[src/rtl/fifo_stream_packer.sv]
// Drains a first-word-fall-through FIFO and emits fixed-length packets on a valid/ready
// stream: one header beat, then PKT_LEN payload beats with m_tlast on the final beat.
module fifo_stream_packer #(
   parameter int unsigned WIDTH   = 32,
   parameter int unsigned PKT_LEN = 4,
   parameter logic [7:0]  HDR_TAG = 8'hA5
) (
   input  logic             clk,
   input  logic             reset,
   input  logic             enable,
   input  logic             fifo_empty,
   input  logic [WIDTH-1:0] fifo_data,
   output logic             fifo_rd,
   output logic             m_tvalid,
   input  logic             m_tready,
   output logic [WIDTH-1:0] m_tdata,
   output logic             m_tlast,
   output logic [15:0]      pkt_count
);

   localparam int unsigned CNT_W = 8;
   localparam int unsigned SEQ_W = 16;
   localparam logic [CNT_W-1:0] LAST_BEAT = CNT_W'(PKT_LEN - 1);
   localparam logic [7:0]       LEN_FIELD = 8'(PKT_LEN);

   typedef struct packed {
      logic [7:0]       tag;
      logic [7:0]       len;
      logic [SEQ_W-1:0] seq;
   } hdr_t;

   typedef enum logic [1:0] {
      IDLE    = 2'd0,
      HEADER  = 2'd1,
      PAYLOAD = 2'd2
   } state_t;

   state_t           state, state_n;
   logic [CNT_W-1:0] beat_cnt, beat_cnt_n;
   logic [SEQ_W-1:0] seq, seq_n;
   logic             tvalid_n, tlast_n;
   logic [WIDTH-1:0] tdata_n;
   logic             slot_free;
   hdr_t             hdr;

   // Output stage can take a new beat when empty or when its current beat leaves this cycle.
   assign slot_free = !m_tvalid || m_tready;

   always_comb begin
      hdr     = '0;
      hdr.tag = HDR_TAG;
      hdr.len = LEN_FIELD;
      hdr.seq = seq;
   end

   // Next-state, pop strobe and next output-register values.
   always_comb begin
      state_n    = state;
      beat_cnt_n = beat_cnt;
      seq_n      = seq;
      tvalid_n   = m_tvalid;
      tdata_n    = m_tdata;
      tlast_n    = m_tlast;
      fifo_rd    = 1'b0;

      if (slot_free) begin
         tvalid_n = 1'b0;
      end

      unique case (state)
         IDLE: begin
            if (enable && !fifo_empty) begin
               state_n = HEADER;
            end
         end
         HEADER: begin
            if (slot_free) begin
               tdata_n    = WIDTH'(hdr);
               tvalid_n   = 1'b1;
               tlast_n    = 1'b0;
               beat_cnt_n = '0;
               seq_n      = seq + 16'd1;
               state_n    = PAYLOAD;
            end
         end
         PAYLOAD: begin
            // enable is deliberately ignored here: a started packet always completes.
            if (slot_free && !fifo_empty) begin
               fifo_rd  = 1'b1;
               tdata_n  = fifo_data;
               tvalid_n = 1'b1;
               if (beat_cnt == LAST_BEAT) begin
                  tlast_n    = 1'b1;
                  beat_cnt_n = '0;
                  state_n    = IDLE;
               end else begin
                  tlast_n    = 1'b0;
                  beat_cnt_n = beat_cnt + 8'd1;
               end
            end
         end
         default: begin
            state_n = IDLE;
         end
      endcase
   end

   // State and output registers; a reset discards any partial packet.
   always_ff @(posedge clk or posedge reset) begin
      if (reset) begin
         state    <= IDLE;
         beat_cnt <= '0;
         seq      <= '0;
         m_tvalid <= 1'b0;
         m_tdata  <= '0;
         m_tlast  <= 1'b0;
      end else begin
         state    <= state_n;
         beat_cnt <= beat_cnt_n;
         seq      <= seq_n;
         m_tvalid <= tvalid_n;
         m_tdata  <= tdata_n;
         m_tlast  <= tlast_n;
      end
   end

   // Completed packets, counted when the tlast beat is accepted by the sink.
   always_ff @(posedge clk or posedge reset) begin
      if (reset) begin
         pkt_count <= '0;
      end else if (m_tvalid && m_tready && m_tlast) begin
         pkt_count <= pkt_count + 16'd1;
      end
   end

endmodule

[config.mk]
export PLATFORM = sky130hd
export DESIGN_NAME = fifo_stream_packer
export DESIGN_NICKNAME = d
export VERILOG_FILES = /design/src/rtl/fifo_stream_packer.sv
export SDC_FILE = /design/constraint.sdc
export NUM_CORES = 1
export LEC_CHECK = 0
export ABC_CLOCK_PERIOD_IN_PS = 1800
export BUFFER_PORTS_ARGS = -buffer_cell sky130_fd_sc_hd__buf_2
export CORE_MARGIN = 2
export CORE_UTILIZATION = 45
export CTS_CLUSTER_DIAMETER = 40
export DETAILED_ROUTE_END_ITERATION = 8
export PLACE_DENSITY_LB_ADDON = 0.2
export SYNTH_ARGS = -nofsm -noshare
export SYNTH_HDL_FRONTEND = slang
export SYNTH_SLANG_ARGS = --single-unit
[constraint.sdc]
create_clock -name clk -period 1.8 [get_ports clk]
set_input_delay 0 -clock clk [delete_from_list [all_inputs] [get_ports clk]]
set_output_delay 0 -clock clk [all_outputs]
set_load 0.02 [all_outputs]
==> metrics.csv <==
metric;value;unit
status;finished, final reports clean;
Design Power;0.00640;W
Area growth, synth to finish;37.1;%
Max rail drop VDD;0.000762;V
Comb pwr share;38.6;%
fraction of layout cells with a size suffix above 1;31.3;%
Die Ht;91.4;µm
worst min-delay path endpoint;m_tvalid;
r2r worst-path depth;6;
Startpoint Class;flip-flop;
achievable clock frequency;580;MHz
initial core utilization;46.9;%
H-tree levels;3;
clock sinks;76;
Post-Syn Area;3440;µm²
Final WS setup;0.0768;ns
clk buf depth;2;
Hold Crit Depth;4;
Synth Flop Type;dfrtp_1;
Final #Nets;490;
Tot GR Track Use;19.2;%
Sw Pwr;0.00237;W
Worst R2R Setup Slack;0.08;ns
Inst Count DP;497;
Max Cap Viol;0;
met2 WL;3670;µm
largest family of logic cells by synthesized area;simple AND/OR/NAND/NOR gates;
synth top area cells;dfrtp_1 55%, xnor2_1 5.9%, mux2i_1 4.7%;
Final Hold Fails;0;
met3 WL post-DR;313;µm
Port Buffers;87;
Post-synth EDFFs;0;
hold slack;0.0301;ns
Clock Tree Root;clkbuf_8;
library cells used by synthesis;37;
worst rel slew slack;58.8;%
Syn Nets;350;
Detail Route Antenna Nets;0;
area share of fa/ha/maj cells after synthesis;2.55;%
Final period util;95.7;%
total grt overflow;0;
launch point of the worst reg-to-reg path;state[0];
Synth Area in Simple Gates;15.3;%
Final Non-Filler Cells;550;
drt drc;0;
crit path max fanout;9;
WL per Instance;13.7;µm
Placement Cell Area;4080;µm²
Synth Area in XOR/XNOR;8.16;%
Fill cells;588;
Die X;91.4;µm
syn avg cell area;11.2;µm²
initial antenna violation count;0;
Inserted Diodes;0;
HP Start;fifo_empty;
Min-Delay Path Class;primary input to flip-flop;
vias in the first global route;2786;
Seq pwr share;39.0;%
Worst Path Required;2.07;ns
Post-synth ARST share;100;%
core box area;7330;µm²
max-slew violation count;0;
reg-to-reg critical path endpoint;beat_cnt[5];
proportion of synthesized area in mux cells;4.99;%
Pwr Density;1360;nW/µm²
Pleak;2.28;nW
setup violation total in the final timing report;0;
M1 WL;3470;µm
initial DRC count;103;
largest area contributor in the netlist;dfrtp_1;
crit path time final;1.72;ns
Power Internal;0.00403;W
sw frac;37.1;%
Final Skew;0.0116;ns
clock power share;22.4;%
number of synthesized register bits;76;
Final HPWL DP;5180;µm
largest net degree at the start of global routing;41;
Final Instance Area;4710;µm²
crit path DAT;2.00;ns
Synth top area share;55.4;%
via count;2789;
pre-CTS worst setup slack;-0.00425;ns
Top Metal Used;met4;
complex-gate fraction of the synthesized area;11.3;%
synth cell count leaders;76 x dfrtp_1, 42 x nand2_1, 23 x xnor2_1;
routed wire length;7530;µm
CP endpoint kind;flip-flop;
Worst-path clk slew;0.08;ns
Gate Count Post-Synth;306;
worst slew pin tran;0.616;ns
count leader, synth;dfrtp_1;
Vias/cell;5.07;
worst skew pair latency;0.34;ns
total of warnings raised by yosys;0;
CTS tree;yes;
clock buffer count from CTS;9;
share of the yosys chip area belonging to registers;55.4;%
IO Count;88;
FP Rows;31;
global placer's final weighted congestion;0.822;
crit path kind;flip-flop to flip-flop;
die area;8350;µm²
DRT Pass-1 Iters;4;
first-pass GRT wire length;12900;µm
## through the flow
stage / TNS [ns] / utilization (%)
2_1_floorplan: 0 / -
3_3_place_gp: 0 / 55.7
3_5_place_dp: -0.00698 / 55.7
4_1_cts: 0 / 63.4
5_1_grt: -0.00116 / 64.2
6_report: 0 / 64.2
## area by class of cell
| class | count | area [µm²] | area share (%) |
|---|---|---|---|
| well taps | 99 | 124 | 2.63 |
| clock buffers | 11 | 141 | 3.00 |
| inverters | 6 | 28.8 | 0.611 |
| flip-flops and latches | 76 | 1900 | 40.4 |
| repair buffers | 141 | 946 | 20.1 |
| clock inverters | 5 | 83.8 | 1.78 |
| multi-input cells | 212 | 1480 | 31.5 |
## per-layer routing
layer	global-route usage, %	vias up
li1	-	1367
met1	25.6	1351
met2	30.8	66
met3	3.49	5
met4	7.95	0
met5	0	-
## power by group through the flow
| stage | logic [W] | registers, W | clock network [W] |
|---|---|---|---|
| global placement | 0.00229 | 0.00251 | 0 |
| detailed placement | 0.00236 | 0.00252 | 0 |
| global route | 0.00272 | 0.00256 | 0.00156 |
| finish | 0.00247 | 0.00250 | 0.00144 |
| floorplan | 0.00119 | 0.00290 | 0 |
| CTS | 0.00244 | 0.00249 | 0.00149 |
## sequential cells by signal (all words and copies together) (netlist names)
register,count
beat_cnt,8
state,2
seq,16
pkt_count,16
m_tlast,1
m_tvalid,1
m_tdata,32
## placed cells by master (no fill, tap or decap), types with 3 or more instances in the layout
cell           count
dlygate4sd3_1     33
inv_1              3
buf_2             86
ha_1               5
xnor2_1           23
and4_1             4
a21oi_1            6
xor2_1             9
nand4_1            8
o22a_1             5
o31ai_1            5
clkbuf_8          10
mux2i_1           16
o21ai_0           19
nand3_1           12
clkinvlp_4         3
dfrtp_1           76
a211oi_1           5
buf_4             20
nand2_1           42
and3_1             6
a22o_1            11
nor2_1             9
## how the worst max path moves through the flow
stage             start          end  slack, ns  depth (start not counted)
4_1_cts        state[0]  m_tdata[14]       0.01                          6
5_1_grt        state[0]      fifo_rd     -0.001                          7
3_3_place_gp   state[0]  beat_cnt[7]       0.08                          6
6_report       state[0]  beat_cnt[5]       0.08                          6
2_1_floorplan  state[0]  beat_cnt[7]       0.05                          7
3_5_place_dp   state[0]  beat_cnt[5]     -0.004                          6
## cells by family (layout without fill, tap and decap cells)
group | Yosys count | count (layout)
AND/OR/NAND/NOR | 99 | 99
flip-flops | 76 | 76
AO/OA/AOI/OAI | 57 | 57
XOR/XNOR | 32 | 32
buffers and inverters | 18 | 163
multiplexers | 17 | 17
adder cells (fa/ha/maj) | 7 | 7
## repair_timing
| action | in CTS | in global routing |
|---|---|---|
| buffers inserted | 0 | 4 |
| hold buffers | 33 | 0 |
| pin swaps | 0 | 1 |
| endpoints found under the hold margin | 57 | 0 |
| setup endpoints to repair | 4 | 29 |
| resized for setup | 5 | 9 |
| gates cloned | 0 | 0 |
## worst max-delay path, stage by stage, from the launching register on
cell and delay, ns:
dfrtp_1 0.40, inv_2 0.07, ha_2 0.19, and2b_2 0.24
o21ai_4 0.10, or4_4 0.53, a21oi_2 0.14
Power figures use the tool's default switching activity.
